### config.mk
export PLATFORM = sky130hd
export DESIGN_NAME = lsb_mem_port
export DESIGN_NICKNAME = d
export VERILOG_FILES = /design/src/rtl/lsb_mem_port_pkg.sv /design/src/rtl/lsb_mem_port_ext.sv /design/src/rtl/lsb_mem_port.sv
export SDC_FILE = /design/constraint.sdc
export NUM_CORES = 1
export LEC_CHECK = 0
export BUFFER_PORTS_ARGS = -buffer_cell sky130_fd_sc_hd__buf_2
export CORE_AREA = 2 2 121 123
export CTS_CLUSTER_SIZE = 10
export DETAILED_ROUTE_END_ITERATION = 10
export DIE_AREA = 0 0 123 125
export PLACE_DENSITY = 0.75
export SYNTH_ARGS = -nofsm -noshare
export SYNTH_HDL_FRONTEND = slang
export SYNTH_SLANG_ARGS = --single-unit
### constraint.sdc
create_clock -name clk_in -period 5.3 [get_ports clk_in]
set_clock_uncertainty 0.05 [all_clocks]
set_input_delay 0.53 -clock clk_in [delete_from_list [all_inputs] [get_ports clk_in]]
set_output_delay 0.53 -clock clk_in [all_outputs]
set_load 0.02 [all_outputs]
### src/rtl/lsb_mem_port_pkg.sv
// Shared definitions for the load/store byte-serial memory port:
// operation encodings, port state enum and the byte-count helper.
package lsb_mem_port_pkg;

    // Operation codes presented by the load/store buffer on lsb_type.
    // Bit 3 selects store, bit 2 selects zero-extension, bits [1:0] the size.
    localparam logic [3:0] LSB_LB  = 4'b0000;
    localparam logic [3:0] LSB_LH  = 4'b0001;
    localparam logic [3:0] LSB_LW  = 4'b0010;
    localparam logic [3:0] LSB_LBU = 4'b0100;
    localparam logic [3:0] LSB_LHU = 4'b0101;
    localparam logic [3:0] LSB_SB  = 4'b1000;
    localparam logic [3:0] LSB_SH  = 4'b1001;
    localparam logic [3:0] LSB_SW  = 4'b1010;

    typedef enum logic [1:0] {
        ST_IDLE   = 2'd0,
        ST_LOAD   = 2'd1,
        ST_STORE  = 2'd2,
        ST_IOWAIT = 2'd3
    } lsb_state_e;

    // Number of bytes moved for a size field; the unused 2'b11 size is
    // treated as a full word so the port never hangs on a bad code.
    function automatic logic [2:0] byte_count(input logic [1:0] size);
        logic [2:0] n;
        case (size)
            2'b00:   n = 3'd1;
            2'b01:   n = 3'd2;
            default: n = 3'd4;
        endcase
        return n;
    endfunction

endpackage

### src/rtl/lsb_mem_port_ext.sv
// Load result formatter: sign/zero extension of the raw little-endian
// bytes gathered by the port. Store codes always report zero.
module lsb_load_ext
    import lsb_mem_port_pkg::*;
(
    input  logic [3:0]  lsb_type,
    input  logic [31:0] raw,
    output logic [31:0] load_val
);

    // Select the extension from the full operation code.
    always_comb begin
        load_val = raw;
        case (lsb_type)
            LSB_LB:  load_val = {{24{raw[7]}}, raw[7:0]};
            LSB_LH:  load_val = {{16{raw[15]}}, raw[15:0]};
            LSB_LW:  load_val = raw;
            LSB_LBU: load_val = {24'd0, raw[7:0]};
            LSB_LHU: load_val = {16'd0, raw[15:0]};
            LSB_SB, LSB_SH, LSB_SW: load_val = 32'd0;
            default: load_val = lsb_type[3] ? 32'd0 : raw;
        endcase
    end

endmodule

### src/rtl/lsb_mem_port.sv
// Byte-serial memory port between the load/store buffer and an 8-bit
// synchronous RAM. Loads issue one address per cycle and gather bytes one
// cycle later; stores write one byte per cycle. The port returns to IDLE in
// the completion cycle so back-to-back requests see no bubble.
// Optional build macro LSMEM_IO_STALL_EN: stores to addr[17:16]==2'b11 wait
// in IOWAIT while io_buffer_full is high before writing.
module lsb_mem_port
    import lsb_mem_port_pkg::*;
(
    input  logic        clk_in,
    input  logic        rst_in,
    input  logic        rdy_in,
    input  logic        clear,
    input  logic        ls_enable,
    input  logic [31:0] addr,
    input  logic [31:0] store_val,
    input  logic [3:0]  lsb_type,
    output logic        ls_finished,
    output logic [31:0] load_val,
    input  logic [7:0]  mem_din,
    output logic [7:0]  mem_dout,
    output logic [31:0] mem_a,
    output logic        mem_wr,
    input  logic        io_buffer_full,
    output logic        port_busy
);

    lsb_state_e  state_q, state_d;
    logic [2:0]  cnt_q, cnt_d;
    logic [3:0]  type_q, type_d;
    logic [31:0] sdata_q, sdata_d;
    logic [31:0] raw_q, raw_d;
    logic [31:0] mem_a_q, mem_a_d;
    logic [7:0]  mem_dout_q, mem_dout_d;
    logic        kill_q, kill_d;
    logic        ls_finished_q, ls_finished_d;
    logic [31:0] load_val_q, load_val_d;

    logic [2:0]  n_bytes;
    logic [31:0] ext_val;

`ifdef LSMEM_IO_STALL_EN
`else
    logic unused_io;
    assign unused_io = io_buffer_full;
`endif

    // Byte k of the latched store word.
    function automatic logic [7:0] pick_byte(input logic [31:0] d, input logic [2:0] idx);
        logic [7:0] b;
        case (idx)
            3'd1:    b = d[15:8];
            3'd2:    b = d[23:16];
            3'd3:    b = d[31:24];
            default: b = d[7:0];
        endcase
        return b;
    endfunction

    // Insert the byte returned for issue slot (cnt-1) into the raw word.
    function automatic logic [31:0] merge_byte(input logic [31:0] r, input logic [7:0] b,
                                               input logic [2:0] cnt);
        logic [31:0] m;
        case (cnt)
            3'd1:    m = {r[31:8], b};
            3'd2:    m = {r[31:16], b, r[7:0]};
            3'd3:    m = {r[31:24], b, r[15:0]};
            3'd4:    m = {b, r[23:0]};
            default: m = r;
        endcase
        return m;
    endfunction

    assign n_bytes = byte_count(type_q[1:0]);

    lsb_load_ext u_ext (
        .lsb_type (type_q),
        .raw      (raw_d),
        .load_val (ext_val)
    );

    // Next-state and datapath update; everything holds while rdy_in is low.
    always_comb begin
        state_d       = state_q;
        cnt_d         = cnt_q;
        type_d        = type_q;
        sdata_d       = sdata_q;
        raw_d         = raw_q;
        mem_a_d       = mem_a_q;
        mem_dout_d    = mem_dout_q;
        kill_d        = kill_q;
        ls_finished_d = ls_finished_q;
        load_val_d    = load_val_q;

        if (rdy_in) begin
            ls_finished_d = 1'b0;
            case (state_q)
                ST_IDLE: begin
                    if (ls_enable && !clear) begin
                        type_d     = lsb_type;
                        sdata_d    = store_val;
                        raw_d      = 32'd0;
                        mem_a_d    = addr;
                        mem_dout_d = store_val[7:0];
                        cnt_d      = 3'd0;
                        kill_d     = 1'b0;
                        if (lsb_type[3]) begin
`ifdef LSMEM_IO_STALL_EN
                            state_d = (addr[17:16] == 2'b11) ? ST_IOWAIT : ST_STORE;
`else
                            state_d = ST_STORE;
`endif
                        end else begin
                            state_d = ST_LOAD;
                        end
                    end
                end

                ST_LOAD: begin
                    if (clear) begin
                        // Flushed loads abandon outstanding bytes immediately.
                        state_d = ST_IDLE;
                    end else begin
                        if (cnt_q != 3'd0) begin
                            raw_d = merge_byte(raw_q, mem_din, cnt_q);
                        end
                        if (cnt_q == n_bytes) begin
                            state_d       = ST_IDLE;
                            ls_finished_d = 1'b1;
                            load_val_d    = ext_val;
                        end else begin
                            cnt_d = cnt_q + 3'd1;
                            if ((cnt_q + 3'd1) < n_bytes) begin
                                mem_a_d = mem_a_q + 32'd1;
                            end
                        end
                    end
                end

                ST_STORE: begin
                    // A flushed store still writes every byte, it just stays silent.
                    if (clear) begin
                        kill_d = 1'b1;
                    end
                    if (cnt_q == (n_bytes - 3'd1)) begin
                        state_d = ST_IDLE;
                        if (!(kill_q || clear)) begin
                            ls_finished_d = 1'b1;
                            load_val_d    = ext_val;
                        end
                    end else begin
                        cnt_d      = cnt_q + 3'd1;
                        mem_a_d    = mem_a_q + 32'd1;
                        mem_dout_d = pick_byte(sdata_q, cnt_q + 3'd1);
                    end
                end

                ST_IOWAIT: begin
                    if (clear) begin
                        kill_d = 1'b1;
                    end
`ifdef LSMEM_IO_STALL_EN
                    if (!io_buffer_full) begin
                        state_d = ST_STORE;
                    end
`else
                    state_d = ST_STORE;
`endif
                end

                default: state_d = ST_IDLE;
            endcase
        end
    end

    // State and datapath registers.
    always_ff @(posedge clk_in or posedge rst_in) begin
        if (rst_in) begin
            state_q       <= ST_IDLE;
            cnt_q         <= 3'd0;
            type_q        <= 4'd0;
            sdata_q       <= 32'd0;
            raw_q         <= 32'd0;
            mem_a_q       <= 32'd0;
            mem_dout_q    <= 8'd0;
            kill_q        <= 1'b0;
            ls_finished_q <= 1'b0;
            load_val_q    <= 32'd0;
        end else begin
            state_q       <= state_d;
            cnt_q         <= cnt_d;
            type_q        <= type_d;
            sdata_q       <= sdata_d;
            raw_q         <= raw_d;
            mem_a_q       <= mem_a_d;
            mem_dout_q    <= mem_dout_d;
            kill_q        <= kill_d;
            ls_finished_q <= ls_finished_d;
            load_val_q    <= load_val_d;
        end
    end

    assign ls_finished = ls_finished_q;
    assign load_val    = load_val_q;
    assign mem_a       = mem_a_q;
    assign mem_dout    = mem_dout_q;
    assign mem_wr      = rdy_in && (state_q == ST_STORE);
    assign port_busy   = (state_q != ST_IDLE);

endmodule

After elaboration in Yosys (flattened, before gate mapping)
Cells that the tools add are included.

$add $sub $neg: 3. Multiply operators: 0. Div/mod/pow operators: 0. $lt $le $gt $ge: 1. Equality and inequality tests: 30. Shift operators: 0. Mux-type cells: 43. Bitwise operators: 0. Reduce and logical (&&, ||, !) cells: 22.

Operators by type and width (count): 2-to-1 mux 32 bit (14); one-hot mux 32 bit (6 select lines) (1); one-hot mux 32 bit (2 select lines) (2); one-hot mux 32 bit (4 select lines) (1); one-hot mux 32 bit (3 select lines) (1); adder 32 x 1 -> 32 bit (second input constant) (1); one-hot mux 8 bit (3 select lines) (1); 2-to-1 mux 8 bit (2); != test 2 bit (second input constant) (8); one-hot mux 8 bit (2 select lines) (1); == test 3 x 2 -> 1 bit (second input constant) (4); == test 4 bit (second input constant) (3); 2-to-1 mux 3 bit (4); AND reduction 4 bit (3); AND reduction 6 bit (2); 2-to-1 mux 2 bit (5); one-hot mux 3 bit (3 select lines) (1); == test 4 x 3 -> 1 bit (second input constant) (2); one-hot mux 2 bit (4 select lines) (1); nonzero test 2 bit (4); AND reduction 7 bit (1); == test 3 x 1 -> 1 bit (second input constant) (2); == test 3 bit (2); 2-to-1 mux 1 bit (6); 21 further kinds (27).

Register bits after elaboration: 147. Latch bits: 0. Memory bits (writable): 0. Bits in read-only memories: 0. Input bits: 82. Output and inout bits: 75. Logic and storage cells: 109. Memories kept: 0.

Logic depth before layout (Yosys ltp)
Gate-level depths: netlist (run 1).

Depth after elaboration: 11. Gate-level depth with buffers: 11. Depth with buffers taken out: 10.

Modules after synthesis
From an unflattened synthesis (run 1), not the netlist that was laid out.

Cell total of the unflattened synthesis: 670. Area total of the unflattened synthesis: 7591.0 sq um.

By module, submodules not included: lsb_mem_port (times used 1, cells an instance 617, area each 7120.6 sq um, seq. area each 3678.5 sq um); lsb_load_ext (times used 1, cells an instance 53, area each 470.5 sq um, seq. area each 0.0 sq um).

Worst setup path before layout (run 1)
Ideal clock, no wire load.

Kind: reg2reg. Start: register cnt_q[1]. End: register mem_a_q[14] (netlist: mem_a[14]). Setup time: 124 ps. Data arrival time: 2436 ps. Data required time: 5126 ps. Setup slack: 2690 ps. Stages on the path, launching flop included: 11. Buffers on the path: 1. Period minus slack after synthesis: 2610 ps. Path through: dfrtp_1 -> ha_1 -> ha_1 -> clkinv_1 -> ha_1 -> o211ai_1 -> nand3_1 -> nor3_4 -> buf_6 -> o21ai_1 -> a211o_1.

Word-level cells in the longest chain between the ends: 4. Elaborated cells on any way between the ends: 8. Classes of those cells: add/sub (1); order compare (1); eq/ne (5); reduce/logical (1).

RTL lines: start, declared (line lsb_mem_port.sv:29) `logic [2:0] cnt_q, cnt_d;`; start signal, assigned (line lsb_mem_port.sv:191) `cnt_q <= cnt_d;`; adder 3 x 1 -> 3 bit (line lsb_mem_port.sv:133) `if ((cnt_q + 3'd1) < n_bytes) begin`; < comparator 3 bit (line lsb_mem_port.sv:133); != test 2 bit (no source line); AND reduction 7 bit (no source line) *; end signal, assigned (line lsb_mem_port.sv:195) `mem_a_q <= mem_a_d;`; end, declared (line lsb_mem_port.sv:33) `logic [31:0] mem_a_q, mem_a_d;`.

Mark *: on every way between the ends. The rest lies on a longest branch, timed or not. A chain may end at the register's enable or synchronous reset.

Final worst setup path (run 1)
Start: register cnt_q[1]. End: register mem_a_q[2] (netlist: mem_a[2]).

Same word-level chain as after synthesis.

==> results_dict.tcl, run 1 <==
set metrics [dict create \
    start_util_pct 53.7 \
    drt_iter0_drc 473 \
    final_common_cell "nand2_1" \
    fp.dieW_um 123 \
    cpPeakStageDelay_ps 570 \
    clk_latency_ps 420 \
    pin_count 157 \
    grt_pass1_vias 6119 \
    fin_cells 1147 \
    grt_pass1_wl_mm 30.3 \
    holdWs_ps 242 \
    ys_seq_area_share_pct 48.2 \
    row_count 44 \
    cp.required_ps 5610 \
    power_mw 5.66 \
    layout_setup_ws_ps 1880 \
    nets 1049 \
    core_um2 14200 \
    synthesis.nets 916 \
    netlist_area_um2 7630 \
    die_y_um 125 \
    hpwl_mm 12.7 \
    cts.sinks 147 \
    pwr-share-seq_pct 32.8 \
    cp.arrival_ps 3740 \
    synth_edf_count 0 \
    hold_viol 0 \
    clk_pin_slew_ps 60 \
    max_freq_mhz 292 \
    antenna_found_initial 1 \
    cts_made_buffers 17 \
    design_area_um2 9050 \
    grt_overflow 0 \
    root_buffer "clkbuf_16" \
    place.gp.congestion 0.825 \
    period_needed_ps 3420 \
    final-setup-viol-count 0 \
    pwr-share-clk_pct 21.6 \
    placed_cell_area_um2 8450 \
    ys.flop_type "dfrtp_1" \
    leakage_nw 4.44 \
    start_kind "flop" \
    fillerInstances 1205 \
    cp-end-kind "flop" \
    regArea_um2 3680 \
    tightest_slew_ps 929 \
    grt_max_degree 107 \
    drt-total-wl_mm 18.8 \
    drv_slew 0 \
    layout_common_cells "nand2_1, buf_2, dfrtp_1, nor2_1, a21oi_1" \
    synth_seq_cells 147 \
    cts_resized 0 \
    io_buffer_count 155 \
    power_frac_comb_pct 45.5 \
    crit_slowest_cell "nand3_1" \
    multi_input_area_um2 3640 \
    min_period_over_period_pct 64.6 \
    cts_tree "done" \
    h-tree-depth 4 \
    p_sw_share_pct 42.7 \
    slew_headroom_pct 37.6 \
    avgSynthCellArea_um2 9.34 \
    tns_ps 0 \
    rsz0062_at_grt "no" \
    route.detailed.drc 0 \
    vias 6656 \
    powerDensity_nw_per_um2 625 \
    post-place-ws_ps 1880 \
    clock_path_buffers 2 \
    switchingPower_mw 2.42 \
    post_cts_buffers 0 \
    grtUsageTotal_pct 24.8 \
    p_int_mw 3.24 \
    wire_per_inst_um 16.4 \
    die_area_um2 15400 \
    hp-class "in -> async" \
    hold_buffers 0 \
    cp_cell_sequence "ha_1 -> ha_1 -> clkinv_1 -> ha_1 -> o21ai_0 -> and3_1 -> nand3_1 -> nor2_1 -> a221o_1" \
    crit_fanout 20 \
    placed_cells 1115 \
    drv_cap 0 \
    async_reset_ff_share_pct 100 \
    outcome "finished clean" \
    crit_type "reg -> reg" \
    dr.pass1.iters 6 \
    drive_gt1_share_pct 22.9 \
    synthCells 817 \
    n_antenna_cell 0 \
    viasPerCell 5.80 \
    ir_drop_v 0.000410 \
    syn_to_final_growth_pct 18.5 \
    cpMostUsedCell "ha_1" \
    final_core_util_pct 63.7 \
    synth_warnings 0 \
    ys_types 73 \
    ant_nets 0 \
]
-- power by group through the flow --
| stage | Clock [mW] | Sequential (mW) | Combinational [mW] |
|---|---|---|---|
| global route | 1.30 | 1.92 | 2.86 |
| finish | 1.22 | 1.86 | 2.58 |
| detailed placement | 0 | 1.87 | 2.57 |
| global placement | 0 | 1.86 | 2.52 |
| CTS | 1.24 | 1.85 | 2.59 |
| floorplan | 0 | 2.06 | 1.74 |
-- metal layers --
metal / part of all wire [%] / wire length, µm / GRT usage [%] / up-vias
met4: 1.5 / 288 / 7.62 / 2
met2: 47 / 8830 / 38.1 / 234
met5: 0.058 / 11 / 0 / -
met1: 45 / 8480 / 35.0 / 3206
met3: 6.4 / 1200 / 5.79 / 24
li1: - / - / - / 3190
-- sequential cells by signal (all words and copies together), names as in the netlist --
register / flops
cnt_q: 3
raw_q: 32
mem_dout: 8
type_q: 4
sdata_q: 32
state_q: 2
mem_a: 32
load_val: 32
kill_q: 1
ls_finished: 1
-- final timing paths --
path                       depth (start not counted)                    start  slack, ps                  endpoint
setup / recovery                                   9     cnt_q[1]$_DFFE_PP0P_       1880      mem_a[2]$_DFFE_PP0P_
hold / removal                                     2                   rst_in        240  load_val[24]$_DFFE_PP0P_
setup reg to reg                                   9     cnt_q[1]$_DFFE_PP0P_       1880      mem_a[2]$_DFFE_PP0P_
hold reg to reg                                    2  load_val[0]$_DFFE_PP0P_        420   load_val[0]$_DFFE_PP0P_
max in group asynchronous                          3                   rst_in       3860      mem_a[1]$_DFFE_PP0P_
min in group clk_in                                3            store_val[24]        250   sdata_q[24]$_DFFE_PP0P_
-- synthesized netlist by cell type, types with 11 or more instances --
| cell type | count | area (µm²) |
|---|---|---|
| dfrtp_1 | 147 | 3680 |
| clkbuf_1 | 22 | 82.6 |
| ha_1 | 17 | 213 |
| buf_2 | 11 | 55.1 |
| nor3_1 | 12 | 60.1 |
| a22o_1 | 30 | 263 |
| a21oi_1 | 59 | 295 |
| nand2b_1 | 13 | 81.3 |
| nand3b_1 | 11 | 82.6 |
| nand2_1 | 159 | 597 |
| inv_1 | 20 | 75.1 |
| a22oi_1 | 14 | 105 |
| nand3_1 | 14 | 70.1 |
| o22ai_1 | 21 | 131 |
| o21ai_0 | 17 | 85.1 |
| and4_1 | 19 | 166 |
| nor2_1 | 77 | 289 |
-- kinds of logic (layout without fill, tap and decap cells) --
| logic type | Yosys count | in the layout | synth area share [%] |
|---|---|---|---|
| AO/OA/AOI/OAI | 206 | 206 | 18.7 |
| XOR/XNOR | 4 | 4 | 0.738 |
| adder cells (fa/ha/maj) | 17 | 17 | 2.79 |
| buffers and inverters | 68 | 214 | 4.31 |
| flip-flops | 147 | 147 | 48.2 |
| multiplexers | 2 | 2 | 0.262 |
| AND/OR/NAND/NOR | 373 | 373 | 25.0 |
-- critical path: cells and delay by family, from the launching register on --
kind | cells | cell delay [ps]
and+or+nand+nor | 3 | 1270
buffers and inverters | 1 | 270
adders and majority gates | 3 | 890
AOI/OAI and AO/OA | 2 | 420
DFF | 1 | 470
-- area by class of cell --
cell class,count,area share (%)
inverter,21,0.927
sequential,147,40.7
clock inverter,8,1.40
tap,184,2.54
multi-input combinational,602,40.2
clock buffer,24,5.21
timing repair buffer,161,9.07
Power figures use the tool's default switching activity.
==> run 2, diff against run 1 <==
--- a/config.mk
+++ b/config.mk
@@ -6,11 +6,11 @@
 export NUM_CORES = 1
 export LEC_CHECK = 0
 export BUFFER_PORTS_ARGS = -buffer_cell sky130_fd_sc_hd__buf_2
-export CORE_AREA = 2 2 121 123
+export CORE_AREA = 2 2 127 129
 export CTS_CLUSTER_SIZE = 10
 export DETAILED_ROUTE_END_ITERATION = 10
-export DIE_AREA = 0 0 123 125
-export PLACE_DENSITY = 0.75
+export DIE_AREA = 0 0 129 131
+export PLACE_DENSITY = 0.72
 export SYNTH_ARGS = -nofsm -noshare
 export SYNTH_HDL_FRONTEND = slang
 export SYNTH_SLANG_ARGS = --single-unit
==> constraint.sdc (replaced) <==
create_clock -name clk_in -period 2.98 [get_ports clk_in]
set_clock_uncertainty 0.05 [all_clocks]
set_input_delay 0.298 -clock clk_in [delete_from_list [all_inputs] [get_ports clk_in]]
set_output_delay 0.298 -clock clk_in [all_outputs]
set_load 0.02 [all_outputs]
==> results_dict.tcl, run 2 (synthesized netlist as in run 1, its figures left out) <==
set metrics [dict create \
    outcome "finished clean" \
    hp-class "in -> reg" \
    hold_viol 0 \
    drt_iter0_drc 515 \
    die_y_um 131 \
    final_common_cell "nand2_1" \
    worst_r2r_path_depth 8 \
    grt_pass1_wl_mm 31.0 \
    tns_ps 0 \
    drive_gt1_share_pct 24.8 \
    die_area_um2 16900 \
    drt-total-wl_mm 19.3 \
    core_um2 15600 \
    holdWs_ps 12.9 \
    rsz0062_at_grt "no" \
    dr.pass1.iters 6 \
    r2r_start "type_q[0]$_DFFE_PP0P_" \
    met1_length_mm 8.83 \
    leakage_nw 4.55 \
    ir_drop_v 0.000539 \
    crit_family "compound AO/OA/AOI/OAI gates" \
    nets 1071 \
    crit_slowest_cell "a211o_1" \
    whs_endpoint "sdata_q[28]$_DFFE_PP0P_" \
    min_period_over_period_pct 92.2 \
    grt_pass1_vias 6204 \
    hold_path.startpoint "store_val[28]" \
    start_util_pct 48.9 \
    grt_overflow 0 \
    clk_latency_ps 430 \
    wire_per_inst_um 16.1 \
    max_freq_mhz 364 \
    vias 6757 \
    cts_made_buffers 17 \
    fp.dieW_um 129 \
    hpwl_mm 12.9 \
    route.detailed.drc 0 \
    root_buffer "clkbuf_16" \
    crit_type "reg -> reg" \
    io_buffer_count 155 \
    fin_cells 1201 \
    period_needed_ps 2750 \
    cp.required_ps 3230 \
    r2r-end "load_val[11]$_DFFE_PP0P_" \
    h-tree-depth 4 \
    final-setup-viol-count 0 \
    row_count 46 \
    place.gp.congestion 0.831 \
    holdPathStages 3 \
    crit_fanout 8 \
    start_kind "flop" \
    grt_max_degree 148 \
    cp_num_buf_inv 1 \
    reg2reg_setup_slack_ps 230 \
    pin_count 157 \
    placed_cells 1166 \
    drv_cap 0 \
    cpPeakStageDelay_ps 460 \
    cts.sinks 147 \
    clock_path_buffers 2 \
    drv_slew 0 \
    antenna_found_initial 1 \
    top_layer "met4" \
    wl_met2_mm 8.99 \
    tightest_slew_ps 809 \
    cp.arrival_ps 2990 \
    layout_common_cells "nand2_1, buf_2, dfrtp_1, nor2_1, a21oi_1" \
    clk_pin_slew_ps 60 \
    viasPerCell 5.63 \
    dr_wl_met3_mm 1.24 \
    slew_headroom_pct 46.1 \
    cts_tree "done" \
    ant_nets 0 \
    syn_to_final_growth_pct 22.1 \
    cp-end-kind "flop" \
    powerDensity_nw_per_um2 1110 \
    cp_cell_sequence "nor2_1 -> inv_1 -> ha_1 -> xor2_1 -> or3_1 -> a211o_1 -> a31oi_4 -> a21oi_1" \
    grtUsageTotal_pct 23.0 \
]
==> run 2: metal layers <==
metal | vias to the layer above | track usage (%)
met5 | - | 0
met4 | 0 | 6.52
met3 | 23 | 5.82
met2 | 232 | 35.8
met1 | 3266 | 32.1
li1 | 3236 | -
==> run 2: cell type report <==
class	instances	area, µm²
inverters	21	82.6
multi-input cells	602	3640
clock buffers	20	467
fillers	1326	6280
diodes	1	2.50
repair buffers	183	1030
well taps	216	270
flip-flops and latches	147	3680
clock inverters	11	151
==> run 2: worst reg2reg max path: stages, from the launching register on <==
cell and delay [ps]:
dfrtp_1 420, nor2_1 250, inv_1 120, ha_1 270
xor2_1 220, or3_1 410, a211o_1 460, a31oi_4 320
a21oi_1 120
==> run 2: repair_timing <==
action,CTS,global route
hold buffers,3,0
hold endpoints to repair,3,0
gates resized for setup,0,0
buffers inserted,0,0
==> run 2: where the power goes <==
group	total, mW	internal, mW	switching [mW]
Sequential	3.30	2.71	0.591
Clock	2.24	1.38	0.858
Combinational	4.80	1.86	2.95
Total	10.3	5.95	4.40
==> run 2: worst max path at each step <==
stage | slack, ps | start | cells after the start | endpoint
floorplan | 370 | cnt_q[1]$_DFFE_PP0P_ | 10 | mem_a[14]$_DFFE_PP0P_
global placement | 320 | cnt_q[1]$_DFFE_PP0P_ | 10 | mem_a[14]$_DFFE_PP0P_
detailed placement | 270 | type_q[0]$_DFFE_PP0P_ | 8 | load_val[11]$_DFFE_PP0P_
CTS | 230 | type_q[0]$_DFFE_PP0P_ | 8 | load_val[11]$_DFFE_PP0P_
global route | 60 | type_q[0]$_DFFE_PP0P_ | 8 | load_val[11]$_DFFE_PP0P_
finish | 230 | type_q[0]$_DFFE_PP0P_ | 8 | load_val[11]$_DFFE_PP0P_
==> run 2: metrics by stage <==
step | utilization [%] | total power, mW | worst slack (ps) | cell area, µm²
after floorplan | - | 6.76 | 370 | 7640
after global placement | 55.6 | 7.97 | 324 | 8670
after detailed placement | 55.6 | 8.10 | 268 | 8670
after CTS | 59.7 | 10.4 | 231 | 9320
after global routing | 59.7 | 11.1 | 55.4 | 9320
final | 59.7 | 10.3 | 232 | 9320
==> run 3, diff against run 2 <==
--- a/config.mk
+++ b/config.mk
@@ -10,6 +10,7 @@
 export CTS_CLUSTER_SIZE = 10
 export DETAILED_ROUTE_END_ITERATION = 10
 export DIE_AREA = 0 0 129 131
+export HOLD_SLACK_MARGIN = 0.06
 export PLACE_DENSITY = 0.72
 export SYNTH_ARGS = -nofsm -noshare
 export SYNTH_HDL_FRONTEND = slang
==> results_dict.tcl, run 3 (synthesized netlist as in run 1, its figures left out) <==
set metrics [dict create \
    crit_family "compound AO/OA/AOI/OAI gates" \
    hpwl_mm 12.9 \
    drv_cap 0 \
    outcome "finished clean" \
    die_area_um2 16900 \
    hold_viol 0 \
    io_buffer_count 155 \
    grt_overflow 0 \
    pwr-share-seq_pct 31.8 \
    crit_slowest_cell "a211o_1" \
    final_common_cell "nand2_1" \
    slew_headroom_pct 45.4 \
    rsz0062_at_grt "no" \
    switchingPower_mw 4.42 \
    layout_common_cells "nand2_1, buf_2, dfrtp_1, nor2_1, a21oi_1" \
    start_util_pct 48.9 \
    cp_num_buf_inv 1 \
    cts.sinks 147 \
    viasPerCell 5.64 \
    grt_pass1_wl_mm 32.2 \
    p_int_mw 5.98 \
    leakage_nw 4.70 \
    fp.dieW_um 129 \
    clk_pin_slew_ps 70 \
    row_count 46 \
    grt_max_degree 148 \
    start_kind "flop" \
    p_sw_share_pct 42.5 \
    ir_drop_v 0.000542 \
    multi_input_area_um2 3640 \
    pwr-share-clk_pct 21.6 \
    post-place-ws_ps 268 \
    drt_iter0_drc 548 \
    die_y_um 131 \
    drv_slew 0 \
    ant_nets 0 \
    syn_to_final_growth_pct 26.8 \
    drt-total-wl_mm 20.2 \
    crit_fanout 8 \
    clock_path_buffers 2 \
    layout_setup_ws_ps 227 \
    hp-class "in -> async" \
    dr.pass1.iters 5 \
    cp.arrival_ps 3000 \
    grtUsageTotal_pct 23.9 \
    route.detailed.drc 0 \
    h-tree-depth 4 \
    cts_resized 0 \
    final-setup-viol-count 0 \
    placed_cells 1166 \
    cts_tree "done" \
    regArea_um2 3680 \
    max_freq_mhz 363 \
    vias 6979 \
    cts_made_buffers 17 \
    clk_latency_ps 430 \
    cp_cell_sequence "nor2_1 -> inv_1 -> ha_1 -> xor2_1 -> or3_1 -> a211o_1 -> a31oi_4 -> a21oi_1" \
    min_period_over_period_pct 92.4 \
    drive_gt1_share_pct 23.9 \
    fin_cells 1237 \
    tightest_slew_ps 818 \
    power_frac_comb_pct 46.6 \
    wire_per_inst_um 16.3 \
    powerDensity_nw_per_um2 1070 \
    final_core_util_pct 62.1 \
    antenna_found_initial 1 \
    cp.required_ps 3230 \
    tns_ps 0 \
    cp-end-kind "flop" \
    crit_type "reg -> reg" \
    root_buffer "clkbuf_16" \
    grt_pass1_vias 6458 \
    power_mw 10.4 \
    cpPeakStageDelay_ps 460 \
    nets 1107 \
    place.gp.congestion 0.831 \
    core_um2 15600 \
    period_needed_ps 2750 \
    pin_count 157 \
    fillerInstances 1272 \
]
run 3: cell types whose count changed in the layout (fill, tap and decap cells not counted):
cell	delta
dlygate4sd3_1	+36
run 3: power by group through the flow:
stage | Combinational [mW] | Clock (mW) | Sequential [mW]
after CTS | 4.86 | 2.27 | 3.29
after detailed placement | 4.78 | 0 | 3.32
final | 4.85 | 2.25 | 3.30
after floorplan | 3.10 | 0 | 3.66
after global placement | 4.68 | 0 | 3.29
after global routing | 5.38 | 2.35 | 3.41
run 3: worst paths after layout:
check / to / start / slack, ps / depth (start not counted)
setup / recovery: load_val[11]$_DFFE_PP0P_ / type_q[0]$_DFFE_PP0P_ / 230 / 8
hold / removal: load_val[27]$_DFFE_PP0P_ / rst_in / 50 / 3
setup reg to reg: load_val[11]$_DFFE_PP0P_ / type_q[0]$_DFFE_PP0P_ / 230 / 8
hold reg to reg: load_val[0]$_DFFE_PP0P_ / load_val[0]$_DFFE_PP0P_ / 410 / 2
max in group asynchronous: sdata_q[6]$_DFFE_PP0P_ / rst_in / 2230 / 3
min in group clk_in: mem_a[17]$_DFFE_PP0P_ / addr[17] / 90 / 3
run 3: what timing repair did:
item                       CTS  global route
buffers inserted             0             0
setup endpoints to repair    0             0
hold buffers                39             0
hold endpoints to repair    39             0
run 3: cell type report:
type / instances / area share (%)
Multi-Input combinational cell: 602 / 37.6
Clock buffer: 20 / 4.82
Inverter: 21 / 0.853
Timing Repair Buffer: 219 / 14.4
Sequential cell: 147 / 38.0
Tap cell: 216 / 2.79
Clock inverter: 11 / 1.56
Antenna cell: 1 / 0.0259
run 3: per-stage QoR:
step | instance area, µm² | hold WS, ps
detailed placement | 8670 | 402
finish | 9680 | 47.1
global route | 9680 | 89.0
floorplan | 7640 | 353
global placement | 8670 | 397
CTS | 9680 | 77.8
run 3: tightest hold or removal path: cells and delay by family:
family                 cells  cell delay, ps
buffers and inverters      3             720
run 3: metal layers:
| metal | wire length, µm | GRT usage (%) | vias up | share of wire [%] |
|---|---|---|---|---|
| li1 | - | - | 3315 | - |
| met1 | 8940 | 32.3 | 3389 | 44 |
| met2 | 9650 | 38.8 | 247 | 48 |
| met3 | 1270 | 5.78 | 28 | 6.3 |
| met4 | 290 | 6.65 | 0 | 1.4 |
| met5 | 0 | 0 | - | 0 |
